### src/rtl/if_id_queue_pkg.sv
// Shared fetch/decode pipeline definitions: NOP encoding, PC increment and
// the {pc, instr} entry type carried from fetch into decode and hazard logic.
package if_id_queue_pkg;

  localparam int DEFAULT_ADDR_W = 32;

  localparam logic [31:0] NOP_INSTR = 32'h0000_0000;
  localparam logic [31:0] PC_INC    = 32'd4;

  typedef struct packed {
    logic [DEFAULT_ADDR_W-1:0] pc;
    logic [DEFAULT_ADDR_W-1:0] instr;
  } if_id_entry_t;

endpackage

### src/rtl/if_id_queue_if.sv
// Fetch-to-decode handshake bundle; the queue sits on the slave modport,
// the fetch/decode side (or a bench) on the master modport.
interface if_id_queue_if #(
  parameter int DEPTH  = 2,
  parameter int ADDR_W = 32
);
  localparam int PTR_W = $clog2(DEPTH);

  logic              i_fetch_valid;
  logic [ADDR_W-1:0] i_fetch_pc;
  logic [ADDR_W-1:0] i_fetch_instr;
  logic              o_fetch_ready;
  logic              i_flush;
  logic              o_dec_valid;
  logic              i_dec_ready;
  logic [ADDR_W-1:0] o_dec_pc;
  logic [ADDR_W-1:0] o_dec_pc4;
  logic [ADDR_W-1:0] o_dec_instr;
  logic [PTR_W:0]    o_count;

  modport slave (
    input  i_fetch_valid, i_fetch_pc, i_fetch_instr, i_flush, i_dec_ready,
    output o_fetch_ready, o_dec_valid, o_dec_pc, o_dec_pc4, o_dec_instr, o_count
  );

  modport master (
    output i_fetch_valid, i_fetch_pc, i_fetch_instr, i_flush, i_dec_ready,
    input  o_fetch_ready, o_dec_valid, o_dec_pc, o_dec_pc4, o_dec_instr, o_count
  );

endinterface

### src/rtl/if_id_queue_mem.sv
// Entry storage for the fetch/decode queue: synchronous write, asynchronous
// read so the head is visible the cycle after it is written. No reset.
module if_id_mem #(
  parameter int DEPTH = 2,
  parameter int WIDTH = 64,
  localparam int PTR_W = $clog2(DEPTH)
) (
  input  logic             clk,
  input  logic             we,
  input  logic [PTR_W-1:0] waddr,
  input  logic [WIDTH-1:0] wdata,
  input  logic [PTR_W-1:0] raddr,
  output logic [WIDTH-1:0] rdata
);

  logic [WIDTH-1:0] mem_r [DEPTH];

  // Write port
  always_ff @(posedge clk) begin
    if (we) begin
      mem_r[waddr] <= wdata;
    end
  end

  assign rdata = mem_r[raddr];

endmodule

### src/rtl/if_id_queue.sv
// First-word-fall-through queue between fetch and decode. Backpressures fetch
// through o_fetch_ready, drops held entries on flush, shows a NOP when empty.
module if_id_queue
  import if_id_queue_pkg::*;
#(
  parameter int DEPTH  = 2,
  parameter int ADDR_W = DEFAULT_ADDR_W,
  localparam int PTR_W = $clog2(DEPTH)
) (
  input  logic           i_clk,
  input  logic           i_rst,
  if_id_queue_if.slave   q
);

  logic [PTR_W-1:0]    wr_ptr_r;
  logic [PTR_W-1:0]    rd_ptr_r;
  logic [PTR_W:0]      count_r;
  logic                fetch_ready_s;
  logic                dec_valid_s;
  logic                push_s;
  logic                pop_s;
  logic                mem_we_s;
  logic [2*ADDR_W-1:0] rd_data_s;
  logic [ADDR_W-1:0]   head_pc_s;
  logic [ADDR_W-1:0]   head_instr_s;

  // Ready depends only on stored occupancy, so a full queue never accepts,
  // even in a cycle where decode drains the head.
  assign fetch_ready_s = (count_r != (PTR_W+1)'(DEPTH));
  assign dec_valid_s   = (count_r != (PTR_W+1)'(0));
  assign push_s        = q.i_fetch_valid & fetch_ready_s;
  assign pop_s         = dec_valid_s & q.i_dec_ready;
  assign mem_we_s      = push_s & ~q.i_flush & ~i_rst;

  if_id_mem #(
    .DEPTH (DEPTH),
    .WIDTH (2*ADDR_W)
  ) u_mem (
    .clk   (i_clk),
    .we    (mem_we_s),
    .waddr (wr_ptr_r),
    .wdata ({q.i_fetch_pc, q.i_fetch_instr}),
    .raddr (rd_ptr_r),
    .rdata (rd_data_s)
  );

  // Pointer and occupancy state; reset beats flush beats push/pop
  always_ff @(posedge i_clk) begin
    if (i_rst || q.i_flush) begin
      wr_ptr_r <= '0;
      rd_ptr_r <= '0;
      count_r  <= '0;
    end else begin
      if (push_s) begin
        wr_ptr_r <= wr_ptr_r + PTR_W'(1'b1);
      end
      if (pop_s) begin
        rd_ptr_r <= rd_ptr_r + PTR_W'(1'b1);
      end
      case ({push_s, pop_s})
        2'b10:   count_r <= count_r + (PTR_W+1)'(1'b1);
        2'b01:   count_r <= count_r - (PTR_W+1)'(1'b1);
        default: count_r <= count_r;
      endcase
    end
  end

  // Head gating: an empty queue presents PC 0 and a NOP to decode
  always_comb begin
    head_pc_s    = '0;
    head_instr_s = ADDR_W'(NOP_INSTR);
    if (dec_valid_s) begin
      head_pc_s    = rd_data_s[2*ADDR_W-1:ADDR_W];
      head_instr_s = rd_data_s[ADDR_W-1:0];
    end else begin
      head_pc_s    = '0;
      head_instr_s = ADDR_W'(NOP_INSTR);
    end
  end

  assign q.o_fetch_ready = fetch_ready_s;
  assign q.o_dec_valid   = dec_valid_s;
  assign q.o_dec_pc      = head_pc_s;
  assign q.o_dec_pc4     = head_pc_s + ADDR_W'(PC_INC);
  assign q.o_dec_instr   = head_instr_s;
  assign q.o_count       = count_r;

endmodule
### src/flat_wrapper.sv
// flat-port wrapper written by rule: the top's interface ports become plain ports
module if_id_queue_flat import if_id_queue_pkg::*;
#(
  parameter int DEPTH  = 2,
  parameter int ADDR_W = DEFAULT_ADDR_W,
  localparam int PTR_W = $clog2(DEPTH)
)
  (i_clk, i_rst, q_i_fetch_valid, q_i_fetch_pc, q_i_fetch_instr, q_i_flush, q_i_dec_ready, q_o_fetch_ready, q_o_dec_valid, q_o_dec_pc, q_o_dec_pc4, q_o_dec_instr, q_o_count);
  if_id_queue_if #(.DEPTH(DEPTH), .ADDR_W(ADDR_W)) q_i ();
  input  logic i_clk;
  input  logic i_rst;
  input wire logic [$bits(q_i.i_fetch_valid)-1:0] q_i_fetch_valid;
  input wire logic [$bits(q_i.i_fetch_pc)-1:0] q_i_fetch_pc;
  input wire logic [$bits(q_i.i_fetch_instr)-1:0] q_i_fetch_instr;
  input wire logic [$bits(q_i.i_flush)-1:0] q_i_flush;
  input wire logic [$bits(q_i.i_dec_ready)-1:0] q_i_dec_ready;
  output wire logic [$bits(q_i.o_fetch_ready)-1:0] q_o_fetch_ready;
  output wire logic [$bits(q_i.o_dec_valid)-1:0] q_o_dec_valid;
  output wire logic [$bits(q_i.o_dec_pc)-1:0] q_o_dec_pc;
  output wire logic [$bits(q_i.o_dec_pc4)-1:0] q_o_dec_pc4;
  output wire logic [$bits(q_i.o_dec_instr)-1:0] q_o_dec_instr;
  output wire logic [$bits(q_i.o_count)-1:0] q_o_count;
  assign q_i.i_fetch_valid = q_i_fetch_valid;
  assign q_i.i_fetch_pc = q_i_fetch_pc;
  assign q_i.i_fetch_instr = q_i_fetch_instr;
  assign q_i.i_flush = q_i_flush;
  assign q_i.i_dec_ready = q_i_dec_ready;
  assign q_o_fetch_ready = q_i.o_fetch_ready;
  assign q_o_dec_valid = q_i.o_dec_valid;
  assign q_o_dec_pc = q_i.o_dec_pc;
  assign q_o_dec_pc4 = q_i.o_dec_pc4;
  assign q_o_dec_instr = q_i.o_dec_instr;
  assign q_o_count = q_i.o_count;
  if_id_queue #(.DEPTH(DEPTH), .ADDR_W(ADDR_W)) u_core (.i_clk(i_clk), .i_rst(i_rst), .q(q_i));
endmodule
### config.mk
export PLATFORM = sky130hd
export DESIGN_NAME = if_id_queue_flat
export DESIGN_NICKNAME = d
export VERILOG_FILES = /design/src/rtl/if_id_queue_pkg.sv /design/src/rtl/if_id_queue_if.sv /design/src/rtl/if_id_queue_mem.sv /design/src/rtl/if_id_queue.sv /design/src/flat_wrapper.sv
export SDC_FILE = /design/constraint.sdc
export NUM_CORES = 1
export LEC_CHECK = 0
export CAP_MARGIN = 20
export CORE_ASPECT_RATIO = 0.8
export CORE_UTILIZATION = 28
export DETAILED_ROUTE_END_ITERATION = 16
export RECOVER_POWER = 25
export SYNTH_ARGS = -nofsm -noshare
export SYNTH_HDL_FRONTEND = slang
export SYNTH_SLANG_ARGS = --single-unit
export TNS_END_PERCENT = 1
### constraint.sdc
create_clock -name i_clk -period 13.1 [get_ports i_clk]
set_input_delay 2.62 -clock i_clk [delete_from_list [all_inputs] [get_ports i_clk]]
set_output_delay 2.62 -clock i_clk [all_outputs]
set_load 0.02 [all_outputs]
======== After elaboration in Yosys (flattened, before gate mapping) ========
Memory sizes are Yosys's and may differ from the RTL's. A register that Yosys moved wholly into a read port is not among the register bits.
Cells that the tools add are included.
cells by class
  add/sub/neg operators ................... 5
  multipliers ............................. 0
  div/mod/pow operators ................... 0
  order comparisons ....................... 0
  equality and inequality tests ........... 3
  shift-type cells ........................ 0
  muxes and demuxes ....................... 7
  bitwise logic cells ..................... 6
  reductions and logical operators ........ 3
operator list
  kind                                                 count
  two-way mux 32 bit                                   2
  adder 32 x 3 -> 32 bit, second input constant        1
  bitwise AND 1 bit                                    4
  two-way mux 1 bit                                    4
  one-hot mux 2 bit (2 select lines)                   1
  nonzero test 2 bit                                   2
  adder 1 bit, second input constant                   2
  adder 2 x 1 -> 2 bit, second input constant          1
  equality test 2 x 1 -> 1 bit, second input constant  1
  equality test 2 bit, second input constant           1
  != test 2 bit, second input constant                 1
  NOT 1 bit                                            2
  subtractor 2 x 1 -> 2 bit, second input constant     1
  logical OR 1 bit                                     1
word-level totals
  register bits after elaboration ......... 4
  bits in latches ......................... 0
  bits in writable memories ............... 128
  bits in read-only memories .............. 0
  output and inout bits ................... 100
  memories kept ........................... 1
memory list
  name                words  bits a word  read ports  clocked after Yosys merged registers in  wr ports  line                   source
  u_core.u_mem.mem_r  2      64           1           1                                        1         if_id_queue_mem.sv:16  logic [WIDTH-1:0] mem_r [DEPTH];

======== Longest topological paths before layout ========
Gate-level depths: netlist (run 1).
  depth after elaboration ................. 6
  gate-level depth with buffers ........... 12
  gate-level depth less buffers ........... 9

======== Cells and area by module ========
A second synthesis (run 1) with hierarchy kept.
second synthesis, totals
  cell total of the unflattened synthesis .. 393
  area total of the unflattened synthesis .. 6269.8 um2
modules (own cells, without submodules)
  module       times used  cells an instance  area an instance (um2)
  if_id_mem    1           201                4933.5
  if_id_queue  1           192                1336.3

======== Worst setup path after synthesis (run 1) ========
No wires, ideal clock.
  kind .................................... input to register
  start point ............................. input q_i_fetch_valid
  end point ............................... memory u_core.u_mem.mem_r[1][0], enable pin
  setup time .............................. 665 ps
  arrival time ............................ 9338 ps
  required time ........................... 12435 ps
  setup slack ............................. 3097 ps
  stages .................................. 2
  cells stage by stage .................... nand2_1 > nor4b_1
between the ends
  longest elaborated chain between the ends .. 5
RTL lines
  element                                  line                   source
  from (decl)                              flat_wrapper.sv:12     input wire logic [$bits(q_i.i_fetch_valid)-1:0] q_i_fetch_valid;
  bitwise AND 1 bit                        if_id_queue.sv:31      assign push_s = q.i_fetch_valid & fetch_ready_s;
  bitwise AND 1 bit (2 in series)          if_id_queue.sv:33      assign mem_we_s = push_s & ~q.i_flush & ~i_rst;
  two-way mux 1 bit                        if_id_queue_mem.sv:20  if (we) begin
  two-way mux 1 bit (not written as such)  if_id_queue_mem.sv:21  mem_r[waddr] <= wdata;
  to (decl)                                if_id_queue_mem.sv:16
No other way between the ends.

==> flow_metrics.py, run 1 <==
metrics = {
    "floorplanning": {
        "ios": 169,
        "chipWidth_um": 164,
        "core-area_um2": 20100,
        "fp.dieH_um": 131,
        "initial_core_util_pct": 29.1,
        "die-area_um2": 21500,
        "rows": 46,
    },
    "synth": {
        "netlist_area_um2": 5870,
        "synth_edf_count": 128,
        "synth.top_cells.by_area": "edfxtp_1 (66%), mux2i_1 (11%), nor2_1 (4.0%)",
        "synth_area_per_cell_um2": 14.7,
        "synth_top_cell_area_share_pct": 65.5,
        "synth-async-reset-ratio_pct": 0,
        "synth_cell_type_count": 37,
        "ys_seq_elements": 133,
        "yosysTopAreaCell": "edfxtp_1",
        "yosysWarnings": 0,
        "ys_seq_area_share_pct": 67.2,
        "syn_nets": 471,
        "synthCells": 400,
        "ys.flop_type": "edfxtp_1",
    },
    "worst_setup_path": {
        "critPathRequiredTime_ns": 10.48,
        "end_kind": "output pin",
        "cpLargestDelayFamily": "simple AND/OR/NAND/NOR gates",
        "cp.arrival_ns": 4.39,
        "timing.critical_path.buf_inv": 2,
        "worstSetupPathType": "flip-flop to output pin",
        "cp_slowest_stage_delay_ns": 0.69,
        "cp-start-kind": "flip-flop",
        "crit_chain": "buf_4 > mux2i_1 > nor2_1 > ha_1 > nor4b_2 > nand4_4 > nor4_1 > xor2_1 > clkdlybuf4s50_1",
        "critPathSlowestCell": "buf_4",
        "crit_fanout": 46,
    },
    "layout": {
        "area_delta_synth_final_pct": 42.6,
        "num-fill-cells": 1877,
        "seqCellArea_um2": 3950,
        "nets": 642,
        "drive_gt1_share_pct": 9.42,
        "utilization_pct": 41.5,
        "multi_input_area_um2": 1790,
    },
    "routing": {
        "vias_per_cell": 4.49,
        "dr.pass1.iters": 4,
        "drc": 0,
        "wl_um": 13800,
        "post_drt_wl_per_cell_um": 16.2,
        "vias": 3832,
        "antenna_left": 0,
        "first_iter_violations": 255,
    },
    "power_and_ir_drop": {
        "p_total_mw": 1.04,
        "p_leak_nw": 2.74,
        "peakVddDrop_mv": 0.0797,
        "powerDensity_nw_per_um2": 124,
    },
    "cts": {
        "cts_tree": "done",
        "post_cts_buffers": 0,
        "ctsResizeCount": 0,
        "ctsHoldBuffers": 0,
        "clock_latency_ns": 0.42,
        "cts_sinks": 133,
        "cts_buffers": 17,
        "htreeDepth": 4,
        "root_buffer": "clkbuf_16",
        "clk_pin_slew_ns": 0.06,
        "clock_path_buffers": 2,
    },
    "global_route": {
        "grt_util_all_layers_pct": 13.5,
        "grt.overflow.total": 0,
        "grt_max_degree": 76,
        "antenna_found_initial": 6,
        "grt_pass1_vias": 3945,
        "grt_pass1_wl_um": 21600,
    },
    "sta": {
        "finalCritPeriodShare_pct": 53.5,
        "maxSlewViolCount": 0,
        "setup_violations": 0,
        "tns_ns": 0,
        "rsz0062_at_grt": "no",
        "min_period_ns": 7.01,
        "finalClockSkew_ns": 0.0135,
        "max_slew_margin_pct": 39.1,
        "hold_viol": 0,
        "whs_ns": 0.552,
        "worst_slew_pin_slew_ns": 0.914,
        "fmax_mhz": 143,
    },
    "run_status": {
        "status": "complete, no violations",
    },
    "min_path": {
        "hold_class": "flip-flop to flip-flop",
    },
    "placement": {
        "post-dp-hpwl_um": 9400,
        "numPortBuffers": 168,
        "gp_congestion": 0.790,
    },
    "job": {
        "cap_violations": 0,
    },
}
## per-stage QoR
step,worst slack [ns],cells,cell area (um2)
global placement,6.58,816,7790
detailed placement,6.48,816,7790
finish,6.09,853,8360
global route,5.66,851,8360
floorplan,3.10,400,5870
CTS,6.02,848,8350
## cell usage in the layout (no fill, tap or decap), types with 2 or more instances in the layout
cell type / Yosys / final
dlygate4sd3_1: 0 / 45
xnor2_1: 9 / 9
nor4_2: 4 / 5
nand3b_1: 5 / 5
inv_1: 5 / 5
nor3_1: 16 / 16
nor2_2: 3 / 2
clkbuf_16: 0 / 17
clkinvlp_4: 0 / 4
clkdlybuf4s50_1: 0 / 123
nand2_1: 14 / 14
dfxtp_1: 5 / 4
nor2_1: 63 / 63
a211oi_4: 2 / 2
nand4_1: 3 / 3
clkbuf_1: 4 / 2
buf_4: 5 / 4
a211oi_1: 2 / 2
nand3_1: 11 / 11
nand3b_4: 2 / 2
xor2_1: 24 / 24
ha_1: 2 / 2
nor4b_2: 1 / 2
nand4_4: 2 / 2
edfxtp_1: 128 / 128
inv_6: 0 / 3
clkinv_4: 0 / 4
diode_2: 0 / 5
nor4_1: 5 / 4
mux2i_1: 63 / 63
and2_1: 2 / 2
## per-layer routing
metal  wire length [um]  GRT usage (%)
met1               6560           17.9
met4                145           4.53
met2               5970           20.1
met5                 14              0
met3               1130           5.30
## synth_stat cells (2+ instances only)
library cell / number
nand2_1: 14
nor4_1: 5
inv_1: 5
dfxtp_1: 5
buf_2: 6
nand3b_1: 5
buf_4: 5
a211oi_1: 2
edfxtp_1: 128
nor3_1: 16
xnor2_1: 9
clkbuf_1: 4
nor2_1: 63
buf_6: 3
and2_1: 2
a211oi_4: 2
nand4_4: 2
nand3b_4: 2
ha_1: 2
nand4_1: 3
nor2_2: 3
nand3_1: 11
xor2_1: 24
nor4_2: 4
mux2i_1: 63
## flip-flops by register name, indices dropped and copies added, names as in the netlist, named ones only
signal              cells
u_core.q.o_count        2
u_core.rd_ptr_r         1
u_core.wr_ptr_r         1
u_core.u_mem.mem_r    128
## cell families (layout without fill, tap and decap cells)
family / Yosys count / after routing / synth area share, %
adders and majority gates: 2 / 2 / 0.427
buffers and inverters: 25 / 209 / 2.62
muxes: 64 / 64 / 10.9
and+or+nand+nor: 136 / 136 / 12.5
xor gates and xnor gates: 33 / 33 / 4.93
other: 0 / 5 / 0
DFF: 133 / 133 / 67.2
AOI/OAI and AO/OA: 7 / 7 / 1.37
## layout make-up
class / count / share of cell area [%]
clock inverters: 13 / 1.50
well taps: 264 / 3.95
repair buffers: 172 / 20.5
diodes: 5 / 0.150
multi-input cells: 242 / 21.3
flip-flops and latches: 133 / 47.2
inverters: 5 / 0.224
clock buffers: 19 / 5.18
## path summary, 6_finish.rpt
path,startpoint,slack (ns),depth (start not counted),to
max reg2reg,u_core.q.o_count[0],10.91,4,u_core.u_mem.mem_r[1][20]
min reg2reg,u_core.rd_ptr_r,0.55,2,u_core.rd_ptr_r
min,u_core.rd_ptr_r,0.55,2,u_core.rd_ptr_r
max,flip-flop,6.09,9,q_o_dec_pc4[14]
## tightest hold or removal path, stage by stage (launching register included)
cell	delay [ns]
dfxtp_1	0.32
xnor2_1	0.14
nor3_1	0.05
## report_power, final
group          internal (mW)  total, mW  switching, mW
Clock                  0.262      0.439          0.177
Combinational         0.0560      0.121         0.0648
Sequential             0.476      0.480        0.00418
(Power assumes the default switching activity.)
==> run 2: changes to the inputs <==
==> constraint.sdc (replaced) <==
create_clock -name i_clk -period 6.75 [get_ports i_clk]
set_input_delay 1.35 -clock i_clk [delete_from_list [all_inputs] [get_ports i_clk]]
set_output_delay 1.35 -clock i_clk [all_outputs]
set_load 0.02 [all_outputs]
==> flow_metrics.py, run 2 (synthesis results as in run 1) <==
metrics = {
    "job": {
        "cap_violations": 0,
    },
    "power_and_ir_drop": {
        "p_clk_share_pct": 43.1,
        "p_comb_share_pct": 11.4,
        "peakVddDrop_mv": 0.146,
        "sw_frac_of_total_pct": 24.5,
        "power_frac_seq_pct": 45.5,
        "intPower_mw": 1.55,
        "powerDensity_nw_per_um2": 244,
        "p_leak_nw": 2.76,
        "switchingPower_uw": 502,
        "p_total_mw": 2.05,
    },
    "routing": {
        "highest_layer": "met4",
        "antenna_left": 0,
        "drc": 0,
        "dr.pass1.iters": 4,
        "post_drt_wl_per_cell_um": 16.2,
        "vias_per_cell": 4.49,
        "dr_wl_met2_um": 6190,
        "wl_um": 13800,
        "wl_met1_um": 6300,
        "vias": 3836,
        "first_iter_violations": 256,
        "route.met3.wl_um": 1110,
    },
    "cts": {
        "clk_pin_slew_ns": 0.06,
        "ctsHoldBuffers": 0,
        "htreeDepth": 4,
        "ctsResizeCount": 0,
        "root_buffer": "clkbuf_16",
        "cts_sinks": 133,
        "cts_tree": "done",
        "cts_buffers": 17,
        "clock_path_buffers": 2,
        "clock_latency_ns": 0.41,
        "post_cts_buffers": 0,
    },
    "layout": {
        "regMostFlops": "u_core.u_mem.mem_r",
        "finalNonFillerCells": 854,
        "layout_commonest_cell": "edfxtp_1",
        "num-fill-cells": 1879,
        "drive_gt1_share_pct": 9.76,
        "largest_register_ffs": 128,
        "nets": 642,
        "area_delta_synth_final_pct": 42.9,
        "layout_common_cells": "edfxtp_1 (128), clkdlybuf4s50_1 (122), mux2i_1 (63), nor2_1 (63), dlygate4sd3_1 (46)",
    },
    "min_path": {
        "hold_class": "flip-flop to flip-flop",
    },
    "floorplanning": {
        "core-area_um2": 20100,
        "chipWidth_um": 164,
        "die-area_um2": 21500,
        "initial_core_util_pct": 29.1,
        "ios": 169,
        "fp.dieH_um": 131,
        "rows": 46,
    },
    "sta": {
        "finalClockSkew_ns": 0.0106,
        "maxSlewViolCount": 0,
        "fmax_mhz": 187,
        "whs_ns": 0.551,
        "hold_viol": 0,
        "tns_ns": 0,
        "setup_violations": 0,
        "min_period_ns": 5.35,
        "rsz0062_at_grt": "no",
        "finalCritPeriodShare_pct": 79.3,
        "max_slew_margin_pct": 40.1,
        "worst_slew_pin_slew_ns": 0.899,
        "worst_slack_ns": 1.40,
    },
    "global_route": {
        "grt_pass1_wl_um": 21100,
        "antenna_found_initial": 6,
        "grt_util_all_layers_pct": 13.1,
        "grt_pass1_vias": 4005,
        "grt.overflow.total": 0,
        "grt_max_degree": 76,
    },
    "worst_setup_path": {
        "end_kind": "output pin",
        "crit_fanout": 43,
        "cp.arrival_ns": 4.00,
        "worstSetupPathType": "flip-flop to output pin",
        "critPathRequiredTime_ns": 5.40,
        "cp-start-kind": "flip-flop",
    },
    "run_status": {
        "status": "complete, no violations",
    },
    "placement": {
        "numPortBuffers": 168,
        "dp_slack_ns": 1.75,
        "dp.cells": 816,
        "post-dp-hpwl_um": 9230,
        "gp_congestion": 0.771,
    },
}
[run 2: per-layer routing]
layer	global-route usage, %	vias up
li1	-	1827
met1	16.2	1827
met2	20.7	159
met3	5.05	23
met4	4.63	0
met5	0	-
[run 2: path summary, 6_finish.rpt]
| kind | slack (ns) | depth (start not counted) | endpoint | from |
|---|---|---|---|---|
| min reg2reg | 0.55 | 2 | flip-flop | u_core.rd_ptr_r |
| max | 1.40 | 7 | q_o_dec_pc4[31] | flip-flop |
| min | 0.55 | 2 | flip-flop | u_core.rd_ptr_r |
| max reg2reg | 4.53 | 4 | u_core.u_mem.mem_r[1][18] | u_core.q.o_count[0] |
[run 2: critical path, stage by stage, from the launching register on]
cell	delay [ns]
dfxtp_4	0.77
buf_4	0.62
nand3_1	0.27
a211oi_4	0.37
nand4_4	0.27
nor4_2	0.42
xor2_1	0.17
clkdlybuf4s50_1	0.63
[run 2: layout make-up]
class | instances | area, um2 | share of cell area, %
Tap cell | 264 | 330 | 3.94
Sequential cell | 133 | 3950 | 47.1
Antenna cell | 6 | 15.0 | 0.179
Clock buffer | 17 | 425 | 5.07
Clock inverter | 15 | 140 | 1.67
Inverter | 5 | 18.8 | 0.224
Multi-Input combinational cell | 242 | 1790 | 21.4
Timing Repair Buffer | 172 | 1710 | 20.4
[run 2: per-stage QoR]
stage                     utilization, %  area [um2]
after detailed placement            38.7        7800
after floorplan                        -        5870
after global routing                41.6        8370
after global placement              38.7        7800
after CTS                           41.5        8370
final                               41.6        8380
[run 2: power by group through the flow]
| stage | logic, mW | clock network, mW | registers [mW] |
|---|---|---|---|
| after detailed placement | 0.241 | 0 | 0.950 |
| after global routing | 0.250 | 0.943 | 0.933 |
| after floorplan | 0.114 | 0 | 0.949 |
| final | 0.234 | 0.883 | 0.932 |
| after CTS | 0.242 | 0.911 | 0.932 |
| after global placement | 0.237 | 0 | 0.949 |
==> run 3: changes to the inputs <==
==> constraint.sdc (replaced) <==
create_clock -name i_clk -period 4.4 [get_ports i_clk]
set_input_delay 0.88 -clock i_clk [delete_from_list [all_inputs] [get_ports i_clk]]
set_output_delay 0.88 -clock i_clk [all_outputs]
set_load 0.02 [all_outputs]
==> flow_metrics.py, run 3 (synthesis results as in run 1) <==
metrics = {
    "run_status": {
        "status": "complete, no violations",
    },
    "layout": {
        "area_delta_synth_final_pct": 45.3,
        "utilization_pct": 42.3,
        "nets": 646,
        "layout_common_cells": "edfxtp_1 (128), clkdlybuf4s50_1 (122), mux2i_1 (63), nor2_1 (63), dlygate4sd3_1 (45)",
        "layout_commonest_cell": "edfxtp_1",
        "drive_gt1_share_pct": 10.5,
        "largest_register_ffs": 128,
        "final_cell_area_um2": 8530,
        "regMostFlops": "u_core.u_mem.mem_r",
    },
    "sta": {
        "hold_viol": 0,
        "max_slew_margin_pct": 63.1,
        "tns_ns": 0,
        "setup_violations": 0,
        "worst_slew_pin_slew_ns": 0.551,
        "fmax_mhz": 238,
        "finalCritPeriodShare_pct": 95.5,
        "rsz0062_at_grt": "no",
        "finalClockSkew_ns": 0.00778,
        "maxSlewViolCount": 0,
        "min_period_ns": 4.20,
    },
    "cts": {
        "cts_sinks": 133,
        "clk_pin_slew_ns": 0.06,
        "root_buffer": "clkbuf_16",
        "cts_tree": "done",
        "clock_path_buffers": 2,
        "ctsHoldBuffers": 0,
        "htreeDepth": 4,
        "clock_latency_ns": 0.42,
        "post_cts_buffers": 0,
        "cts_buffers": 17,
    },
    "routing": {
        "drc": 0,
        "post_drt_wl_per_cell_um": 15.9,
        "dr.pass1.iters": 6,
        "wl_um": 13600,
        "first_iter_violations": 253,
        "vias": 3792,
        "vias_per_cell": 4.42,
        "antenna_left": 0,
    },
    "floorplanning": {
        "initial_core_util_pct": 29.1,
        "core-area_um2": 20100,
        "die-area_um2": 21500,
        "fp.dieH_um": 131,
        "rows": 46,
        "ios": 169,
        "chipWidth_um": 164,
    },
    "worst_setup_path": {
        "cp-start-kind": "flip-flop",
        "critPathRequiredTime_ns": 3.52,
        "cp.arrival_ns": 3.32,
        "timing.reg2reg.setup_slack_ns": 2.21,
        "r2r_end": "u_core.q.o_count[1]",
        "r2r_cells": 8,
        "critPathSlowestCell": "clkdlybuf4s50_1",
        "cp_slowest_stage_delay_ns": 0.62,
        "worstSetupPathType": "flip-flop to output pin",
        "end_kind": "output pin",
        "crit_fanout": 17,
        "crit_chain": "nor2_4 > inv_1 > nand2_1 > inv_1 > ha_1 > nor4b_4 > nand4_4 > nor3_1 > xor2_1 > clkdlybuf4s50_1",
        "path_common_cell": "inv_1",
        "r2r_start": "u_core.q.o_count[1]",
    },
    "power_and_ir_drop": {
        "peakVddDrop_mv": 0.223,
        "powerDensity_nw_per_um2": 382,
        "p_total_mw": 3.26,
        "p_leak_nw": 2.85,
    },
    "global_route": {
        "grt_max_degree": 65,
        "grt_pass1_wl_um": 21100,
        "antenna_found_initial": 7,
        "grt_pass1_vias": 3858,
        "grt.overflow.total": 0,
        "grt_util_all_layers_pct": 13.1,
    },
    "placement": {
        "post-dp-hpwl_um": 9290,
        "numPortBuffers": 168,
        "placed_cell_area_um2": 7870,
        "gp_congestion": 0.791,
    },
    "min_path": {
        "hold_class": "flip-flop to flip-flop",
        "min_from": "u_core.rd_ptr_r",
        "hold_path_end": "u_core.rd_ptr_r",
        "min_delay_path_depth": 2,
    },
    "job": {
        "cap_violations": 0,
    },
}
run 3: cell count changes in the layout (fill, tap and decap cells not counted), moves of 2 or more:
cell and delta:
buf_12 +3, inv_8 +4, clkinv_2 -3, inv_6 -2, nor4_4 +2
run 3: how the worst max path moves through the flow:
| stage | from | to | depth (start not counted) |
|---|---|---|---|
| 2_1_floorplan | q_i_fetch_valid | u_core.u_mem.mem_r[0][0] | 2 |
| 3_5_place_dp | flip-flop | q_o_dec_pc4[31] | 8 |
| 3_3_place_gp | flip-flop | q_o_dec_pc4[30] | 8 |
| 4_1_cts | u_core.q.o_count[0] | q_o_dec_pc4[22] | 10 |
| 5_1_grt | flip-flop | q_o_dec_pc4[31] | 7 |
| 6_report | u_core.q.o_count[0] | q_o_dec_pc4[24] | 10 |
run 3: per-stage QoR:
stage	setup WS, ns	hold slack [ns]	instances
finish	0.198	0.557	857
global route	0.0123	0.610	855
CTS	0.00132	0.555	852
floorplan	-0.631	0.518	400
detailed placement	0.412	0.536	820
global placement	0.516	0.541	820
run 3: cell type report:
| type | instances | area (um2) |
|---|---|---|
| Timing Repair Buffer | 176 | 1780 |
| Inverter | 5 | 18.8 |
| Clock inverter | 15 | 183 |
| Tap cell | 264 | 330 |
| Antenna cell | 5 | 12.5 |
| Multi-Input combinational cell | 242 | 1830 |
| Clock buffer | 17 | 425 |
| Fill cell | 1848 | 11600 |
| Sequential cell | 133 | 3950 |
run 3: worst max-delay path, delay by kind of cell (launching register included):
kind | cells | cell delay (ns)
fa+ha+maj | 1 | 0.19
flops | 1 | 0.47
buf+inv | 3 | 0.81
simple gates | 5 | 1.24
xor+xnor | 1 | 0.18
run 3: layer usage:
layer,up-vias,GRT usage [%],share of wire (%)
met4,4,4.68,1.1
met5,-,0,0.17
met3,16,5.87,8.9
met2,150,19.2,43
met1,1786,17.0,47
li1,1836,-,-
run 3: report_power, final:
part	internal (mW)	switching [mW]	leakage, nW	total, mW
clock	0.864	0.598	0.298	1.46
sequential	1.42	0.0110	1.20	1.43
combinational	0.171	0.196	1.35	0.367
total	2.45	0.805	2.85	3.26
run 3: timing repair:
action                                  CTS  global route
resized for setup                         1             7
pin swaps                                 0             1
endpoints found under the setup margin    2             8
